===== src/rtl/exu_pkg.sv =====
// Shared EXU types for the ALU issue queue: operand/entry layouts and the wakeup helper.
// ALU_OP_WIDTH and LA64_DATA_WIDTH carry the same values as the core-wide constants.vh.
package exu_pkg;

    localparam int ALU_OP_WIDTH    = 14;
    localparam int LA64_DATA_WIDTH = 64;
    localparam int PREG_TAG_W      = 6;

    typedef struct packed {
        logic                       rdy;
        logic [PREG_TAG_W-1:0]      tag;
        logic [LA64_DATA_WIDTH-1:0] val;
    } alu_iq_src_t;

    typedef struct packed {
        logic                    valid;
        logic [ALU_OP_WIDTH-1:0] alu_op;
        logic [PREG_TAG_W-1:0]   dst_tag;
        alu_iq_src_t             src1;
        alu_iq_src_t             src2;
    } alu_iq_entry_t;

    // A pending source captures the broadcast value when its producer tag matches.
    function automatic alu_iq_src_t iq_src_wake(
        input alu_iq_src_t                src,
        input logic                       wb_valid,
        input logic [PREG_TAG_W-1:0]      wb_tag,
        input logic [LA64_DATA_WIDTH-1:0] wb_data
    );
        alu_iq_src_t res;
        res = src;
        if (wb_valid && !src.rdy && (src.tag == wb_tag)) begin
            res.rdy = 1'b1;
            res.val = wb_data;
        end
        return res;
    endfunction

endpackage


===== src/rtl/dff.sv =====
// Shared enabled register with asynchronous active-high reset to zero.
module dff #(
    parameter int W = 1
) (
    input  logic         clk,
    input  logic         rst,
    input  logic         en,
    input  logic [W-1:0] d,
    output logic [W-1:0] q
);

    always_ff @(posedge clk or posedge rst) begin
        if (rst) begin
            q <= '0;
        end else if (en) begin
            q <= d;
        end
    end

endmodule


===== src/rtl/exu_iq_picker.sv =====
// Issue-queue select: eligible vector in, one-hot grant out.
// ALU_IQ_OLDEST_FIRST_EN builds an age matrix (oldest wins); otherwise lowest index wins.
module exu_iq_picker #(
    parameter int DEPTH = 4
) (
`ifdef ALU_IQ_OLDEST_FIRST_EN
    input  logic             clk,
    input  logic             rst,
    input  logic [DEPTH-1:0] alloc,
`endif
    input  logic [DEPTH-1:0] eligible,
    output logic [DEPTH-1:0] grant
);

`ifdef ALU_IQ_OLDEST_FIRST_EN
    // older_reg[i][j] = 1 when entry i was allocated before entry j
    logic [DEPTH-1:0] older_reg [DEPTH];

    always_ff @(posedge clk or posedge rst) begin
        if (rst) begin
            for (int i = 0; i < DEPTH; i++) begin
                older_reg[i] <= '0;
            end
        end else begin
            for (int i = 0; i < DEPTH; i++) begin
                for (int j = 0; j < DEPTH; j++) begin
                    if (alloc[i]) begin
                        older_reg[i][j] <= 1'b0;
                    end else if (alloc[j]) begin
                        older_reg[i][j] <= 1'b1;
                    end
                end
            end
        end
    end

    always_comb begin
        grant = '0;
        for (int i = 0; i < DEPTH; i++) begin
            grant[i] = eligible[i];
            for (int j = 0; j < DEPTH; j++) begin
                if (eligible[j] && older_reg[j][i]) begin
                    grant[i] = 1'b0;
                end
            end
        end
    end
`else
    // Isolate the lowest set bit.
    assign grant = eligible & (~eligible + DEPTH'(1));
`endif

endmodule


===== src/rtl/exu_alu_issue_queue.sv =====
// ALU issue queue: holds dispatched micro-ops, captures wakeups, issues one ready op per cycle.
// Optional macro ALU_IQ_OLDEST_FIRST_EN selects oldest-first picking instead of lowest index.
module exu_alu_issue_queue
    import exu_pkg::*;
#(
    parameter int DEPTH = 4,
    parameter int TAG_W = PREG_TAG_W
) (
    input  logic                       clk,
    input  logic                       rst,
    input  logic                       flush,
    input  logic                       disp_valid,
    output logic                       disp_ready,
    input  logic [ALU_OP_WIDTH-1:0]    disp_alu_op,
    input  logic [TAG_W-1:0]           disp_dst_tag,
    input  logic                       disp_src1_rdy,
    input  logic                       disp_src2_rdy,
    input  logic [TAG_W-1:0]           disp_src1_tag,
    input  logic [TAG_W-1:0]           disp_src2_tag,
    input  logic [LA64_DATA_WIDTH-1:0] disp_src1_val,
    input  logic [LA64_DATA_WIDTH-1:0] disp_src2_val,
    input  logic                       wb_valid,
    input  logic [TAG_W-1:0]           wb_tag,
    input  logic [LA64_DATA_WIDTH-1:0] wb_data,
    output logic                       iss_valid,
    output logic [ALU_OP_WIDTH-1:0]    iss_alu_op,
    output logic [LA64_DATA_WIDTH-1:0] iss_src1,
    output logic [LA64_DATA_WIDTH-1:0] iss_src2,
    output logic [TAG_W-1:0]           iss_dst_tag,
    output logic [$clog2(DEPTH):0]     count
);

    localparam int CNT_W = $clog2(DEPTH) + 1;

    alu_iq_entry_t entry_reg  [DEPTH];
    alu_iq_entry_t entry_next [DEPTH];
    logic [CNT_W-1:0] count_reg, count_next;

    logic [DEPTH-1:0] eligible, free_vec, alloc, grant;
    logic             accept, issue, issue_fire;
    alu_iq_src_t      disp_src1, disp_src2;

    logic [ALU_OP_WIDTH-1:0]    sel_op;
    logic [TAG_W-1:0]           sel_dst;
    logic [LA64_DATA_WIDTH-1:0] sel_src1, sel_src2;

    genvar gi;
    generate
        for (gi = 0; gi < DEPTH; gi++) begin : g_vec
            assign eligible[gi] = entry_reg[gi].valid & entry_reg[gi].src1.rdy & entry_reg[gi].src2.rdy;
            assign free_vec[gi] = ~entry_reg[gi].valid;
        end
    endgenerate

    assign disp_ready = (count_reg != CNT_W'(DEPTH)) & ~flush;
    assign accept     = disp_valid & disp_ready;
    assign alloc      = accept ? (free_vec & (~free_vec + DEPTH'(1))) : '0;
    assign issue      = |grant;
    assign issue_fire = issue & ~flush;
    assign count      = count_reg;

    exu_iq_picker #(
        .DEPTH(DEPTH)
    ) u_picker (
`ifdef ALU_IQ_OLDEST_FIRST_EN
        .clk     (clk),
        .rst     (rst),
        .alloc   (alloc),
`endif
        .eligible(eligible),
        .grant   (grant)
    );

    // Dispatching sources see a same-cycle writeback so no wakeup is missed.
    always_comb begin
        disp_src1 = iq_src_wake('{rdy: disp_src1_rdy, tag: disp_src1_tag, val: disp_src1_val},
                                wb_valid, wb_tag, wb_data);
        disp_src2 = iq_src_wake('{rdy: disp_src2_rdy, tag: disp_src2_tag, val: disp_src2_val},
                                wb_valid, wb_tag, wb_data);
    end

    always_comb begin
        for (int i = 0; i < DEPTH; i++) begin
            entry_next[i]      = entry_reg[i];
            entry_next[i].src1 = iq_src_wake(entry_reg[i].src1, wb_valid, wb_tag, wb_data);
            entry_next[i].src2 = iq_src_wake(entry_reg[i].src2, wb_valid, wb_tag, wb_data);
            if (grant[i]) begin
                entry_next[i].valid = 1'b0;
            end
            if (alloc[i]) begin
                entry_next[i].valid   = 1'b1;
                entry_next[i].alu_op  = disp_alu_op;
                entry_next[i].dst_tag = disp_dst_tag;
                entry_next[i].src1    = disp_src1;
                entry_next[i].src2    = disp_src2;
            end
            if (flush) begin
                entry_next[i].valid = 1'b0;
            end
        end
    end

    always_comb begin
        if (flush) begin
            count_next = '0;
        end else begin
            count_next = count_reg + CNT_W'(accept) - CNT_W'(issue);
        end
    end

    always_ff @(posedge clk or posedge rst) begin
        if (rst) begin
            for (int i = 0; i < DEPTH; i++) begin
                entry_reg[i] <= '0;
            end
            count_reg <= '0;
        end else begin
            for (int i = 0; i < DEPTH; i++) begin
                entry_reg[i] <= entry_next[i];
            end
            count_reg <= count_next;
        end
    end

    // Grant is one-hot, so a plain scan selects the winning entry.
    always_comb begin
        sel_op   = '0;
        sel_dst  = '0;
        sel_src1 = '0;
        sel_src2 = '0;
        for (int i = 0; i < DEPTH; i++) begin
            if (grant[i]) begin
                sel_op   = entry_reg[i].alu_op;
                sel_dst  = entry_reg[i].dst_tag;
                sel_src1 = entry_reg[i].src1.val;
                sel_src2 = entry_reg[i].src2.val;
            end
        end
    end

    dff #(.W(1)) u_iss_valid (
        .clk(clk), .rst(rst), .en(1'b1), .d(issue_fire), .q(iss_valid)
    );

    // The op clears on idle cycles so the ALU result mux yields zero.
    dff #(.W(ALU_OP_WIDTH)) u_iss_op (
        .clk(clk), .rst(rst), .en(1'b1),
        .d(issue_fire ? sel_op : '0), .q(iss_alu_op)
    );

    dff #(.W(LA64_DATA_WIDTH)) u_iss_src1 (
        .clk(clk), .rst(rst), .en(issue_fire), .d(sel_src1), .q(iss_src1)
    );

    dff #(.W(LA64_DATA_WIDTH)) u_iss_src2 (
        .clk(clk), .rst(rst), .en(issue_fire), .d(sel_src2), .q(iss_src2)
    );

    dff #(.W(TAG_W)) u_iss_dst (
        .clk(clk), .rst(rst), .en(issue_fire), .d(sel_dst), .q(iss_dst_tag)
    );

endmodule

===== config.mk =====
export PLATFORM = sky130hd
export DESIGN_NAME = exu_alu_issue_queue
export DESIGN_NICKNAME = d
export VERILOG_FILES = /design/src/rtl/exu_pkg.sv /design/src/rtl/dff.sv /design/src/rtl/exu_iq_picker.sv /design/src/rtl/exu_alu_issue_queue.sv
export SDC_FILE = /design/constraint.sdc
export NUM_CORES = 2
export LEC_CHECK = 0
export CELL_PAD_IN_SITES_DETAIL_PLACEMENT = 1
export CELL_PAD_IN_SITES_GLOBAL_PLACEMENT = 2
export CORE_MARGIN = 2
export CORE_UTILIZATION = 37
export DETAILED_ROUTE_END_ITERATION = 7
export GPL_TIMING_DRIVEN = 0
export PLACE_DENSITY = 0.77
export REMOVE_ABC_BUFFERS = 1
export SLEW_MARGIN = 5
export SYNTH_ARGS = -nofsm -noshare
export SYNTH_HDL_FRONTEND = slang
export SYNTH_SLANG_ARGS = --single-unit

===== constraint.sdc =====
create_clock -name clk -period 30.8 [get_ports clk]
set_input_delay 6.16 -clock clk [delete_from_list [all_inputs] [get_ports clk]]
set_output_delay 6.16 -clock clk [all_outputs]
set_load 0.01 [all_outputs]

Word level (Yosys, flattened, before mapping)
Cells that the tools add are included.
- bits of input ports: 237
- output and inout bits: 153
- register bits after elaboration: 804
- logic and storage cells: 171
- eq/ne operators: 11
- $add $sub $neg: 4
- bitwise logic cells: 20
- reductions and logical operators: 43
- mux-type cells: 51
- operators with widths (kind ; count):
    two-way mux 64 bit ; 18
    two-way mux 163 bit ; 4
    two-way mux 14 bit ; 5
    equality test 6 bit ; 10
    two-way mux 6 bit ; 4
    logical AND 1 bit ; 20
    two-way mux 1 bit ; 18
    nonzero test 2 bit ; 8
    nonzero test 3 bit ; 4
    bitwise AND 1 bit ; 11
    zero test 1 bit ; 10
    adder 4 x 1 -> 4 bit, second input constant ; 2
    bitwise AND 4 bit ; 2
    inverter 4 bit ; 2
    inverter 1 bit ; 5
    two-way mux 4 bit ; 1
    OR reduction 4 bit ; 1
    adder 3 x 1 -> 3 bit ; 1
    two-way mux 3 bit ; 1
    inequality test 3 bit, second input constant ; 1
    subtractor 3 x 1 -> 3 bit ; 1

Logic depth before layout (Yosys ltp)
- depth after elaboration: 10
- mapped depth: 14
- mapped depth without buffers: 10

Cells and area by module
From an unflattened synthesis, not the netlist that was laid out.
- cells, all modules: 3764
- area, all modules: 39902.0 um^2
- modules (own cells, without submodules) (module ; cells an instance ; seq. area each (um^2) ; area each (um^2) ; instances):
    exu_alu_issue_queue ; 3441 ; 16390.7 ; 33678.6 ; 1
    dff (u_iss_src1 ...) ; 136 ; 1601.5 ; 2682.6 ; 2
    dff (u_iss_op) ; 30 ; 350.3 ; 523.0 ; 1
    dff (u_iss_dst) ; 14 ; 150.1 ; 255.2 ; 1
    dff (u_iss_valid) ; 3 ; 25.0 ; 43.8 ; 1
    exu_iq_picker ; 4 ; 0.0 ; 36.3 ; 1

Worst setup path after synthesis
No wires, ideal clock.
- path kind: input to output
- start: input port flush
- end: output port disp_ready
- cell stages on the path: 3
- buffers on the path: 2
- slack: 17955 ps
- required time: 24640 ps
- arrival time: 6685 ps
- cells stage by stage: buf_2 -> clkbuf_1 -> nor2b_1
- cells in the longest elaborated chain, start to end: 2
- RTL lines (element ; RTL line ; source):
    from (decl) ; exu_alu_issue_queue.sv:11 ; input logic flush,
    inverter 1 bit ; exu_alu_issue_queue.sv:55 ; assign disp_ready = (count_reg != CNT_W'(DEPTH)) & ~flush;
    bitwise AND 1 bit ; exu_alu_issue_queue.sv:55 ;
    to (decl) ; exu_alu_issue_queue.sv:13 ; output logic disp_ready,
No other way between the ends.

Worst setup path after layout
Same ends and word-level chain as after synthesis.

==> impl_metrics.ini <==
[status]
status = finished, final reports clean

[setup_path]
start_kind = input pin
slowest_stage = clkdlybuf4s50_1
r2r_end = entry_reg[76]
worstPathArrival_ps = 8190
cpMostUsedCell = clkdlybuf4s50_1
end_kind = output pin
ff2ff_path_depth = 10
reg2reg_slack_ps = 27020
critPathKind = input pin to output pin
crit_path_cell_trace = clkdlybuf4s50_1 -> nor2b_1 -> clkdlybuf4s50_1
crit_required_ps = 24640
r2r-start = count[1]
crit_fanout = 25
max_stage_delay_ps = 1080

[floorplanning]
core_um2 = 105000
rows = 119
initial_core_util_pct = 37.3
num_io_pins = 390
die_h_um = 329
die_w_um = 329
dieArea_um2 = 109000

[layout]
syn_to_final_growth_pct = 26.4
seqCellArea_um2 = 20100
multi_input_area_um2 = 17200
fillCellCount = 11400
nets = 4332
utilization_pct = 47.1
drive_gt1_share_pct = 19.0
mostFrequentLayoutCell = dfrtp_1
final_cell_mix = dfrtp_1 (804), nand2_1 (731), or3_1 (512)
largest_reg_flops = 652

[power]
leakage_nw = 19.9
max-vdd-ir-drop_v = 0.0000502
powerDensity_nw_per_um2 = 82.7

[grt]
grt-busiest-layer = met2
met2_usage_pct = 45.4
antenna_found_initial = 32
grt_max_degree = 114
grt_usage_pct = 29.1
grt_pass1_wl_mm = 238
gr-total-overflow = 0
use_met3_pct = 7.06
grtUsageMet1_pct = 40.1
grt_pass1_vias = 35600

[job]
drv_cap = 0

[cts]
hold_buffers = 0
cts_made_buffers = 96
htreeDepth = 3
cts_tree = yes
postCtsSetupBuffers = 0
root_buffer = clkbuf_16
cts_sinks = 804
worstSkewPairLatency_ps = 690
cts_buffer_depth = 3
cts.clk_slew.worst_paths_ps = 60
cts-resized-gates = 0

[placed_design]
dpl_worst_slack_ps = 16450
gp_congestion = 0.740
place_hpwl_mm = 100
port_buffers = 389

[hold_path]
hold_class = flop to flop
hold_depth = 2
worstHoldEndpoint = entry_reg[319]
hold_start = entry_reg[319]

[drt]
drt_iter0_markers = 2644
vias_per_cell = 6.15
routed_wl_mm = 159
postRouteAntennaNets = 0
drc_errors = 0
firstDrtPassIters = 5
vias = 34300
wire_per_inst_um = 28.5

[timing]
fin_crit_sh_pct = 46.6
slew_headroom_pct = 13.4
clock.fmax_mhz = 69.7
fin_crit_ps = 14350
worstMarginPinSlew_ps = 1290
slew_viol_final = 0
hold_viol = 0
rsz0062_at_grt = no
finClkSkew_ps = 22.9
setup_ws_ps = 16450
setup_viol = 0
fin_setup_tns_ps = 0

[synthesis]
ys_ff_latch = 804
synth_edf_count = 0
synth_seq_area_share_pct = 51.3
yosys.cell_types.count = 45
synth_cells = 3917
synth_flop_cell = dfrtp_1
synth.avg_cell_area_um2 = 10.0
synthesis.area_um2 = 39200
synth_async_sr_flop_share_pct = 100
ys_warn_count = 0
critical path: cells and delay by family:
| kind | cells | cell delay [ps] |
|---|---|---|
| and+or+nand+nor | 1 | 360 |
| buffers and inverters | 2 | 1660 |
power by group:
part	internal, mW	total, mW	leakage [nW]	switching, mW
Combinational	0.623	1.11	8.66	0.488
Clock	0.728	1.21	1.62	0.479
Sequential	1.50	1.78	9.62	0.283
Total	2.85	4.10	19.9	1.25
layout make-up:
class	instances	share of cell area (%)
tap	1391	3.51
sequential	804	40.6
inverter	3	0.0379
clock inverter	34	1.00
timing repair buffer	546	14.4
clock buffer	140	5.65
antenna	9	0.0454
multi-input combinational	2641	34.8
how the worst max path moves through the flow:
stage,startpoint,endpoint,slack [ps],depth (start not counted)
floorplan,rst,count[0],2060,1
global placement,entry_reg[396],u_iss_valid.q,-31370,3
detailed placement,flush,disp_ready,16450,3
CTS,flush,disp_ready,16440,3
global route,flush,disp_ready,16330,3
finish,flush,disp_ready,16450,3
metrics by stage:
stage	hold WS, ps	cell area, um^2	power [mW]	std cells
finish	468	49600	4.10	5568
global route	485	49600	4.31	5566
CTS	472	49500	4.12	5559
detailed placement	457	46200	2.90	5385
global placement	453	42900	2.91	5228
floorplan	440	37200	2.38	3448
layer usage:
| metal | up-vias | wire, um | share of wire, % |
|---|---|---|---|
| li1 | 14900 | - | - |
| met1 | 17900 | 70200 | 44 |
| met2 | 1129 | 72500 | 46 |
| met3 | 292 | 11600 | 7.3 |
| met4 | 44 | 4350 | 2.7 |
| met5 | - | 251 | 0.16 |
cells by family (layout without fill, tap and decap cells):
family	Yosys count	count (layout)	synth area share (%)
adder cells (fa/ha/maj)	3	3	0.115
buffers and inverters	472	723	5.02
AND/OR/NAND/NOR	1568	1568	18.8
flip-flops	804	804	51.3
multiplexers	8	8	0.460
other	0	9	0
XOR/XNOR	62	62	1.39
AO/OA/AOI/OAI	1000	1000	22.9
cell usage after synthesis (5+ instances only):
master | count | area [um^2]
or3_1 | 512 | 3200
xor2_1 | 22 | 193
nand2_1 | 731 | 2740
a21oi_1 | 39 | 195
nand3_1 | 13 | 65.1
o221a_2 | 445 | 5010
a31oi_1 | 134 | 838
or2_2 | 10 | 62.6
a22o_1 | 12 | 105
o221ai_1 | 103 | 902
nor2b_1 | 5 | 31.3
dfrtp_1 | 804 | 20100
nand3b_1 | 10 | 75.1
o21ai_0 | 161 | 806
o221a_1 | 67 | 754
a221o_1 | 31 | 310
buf_2 | 129 | 646
nor4_1 | 8 | 50.1
mux2i_4 | 8 | 180
xnor2_1 | 40 | 350
nor2_1 | 262 | 983
buf_1 | 88 | 330
clkbuf_1 | 243 | 912
No activity file was read; power rests on OpenSTA's default activity.
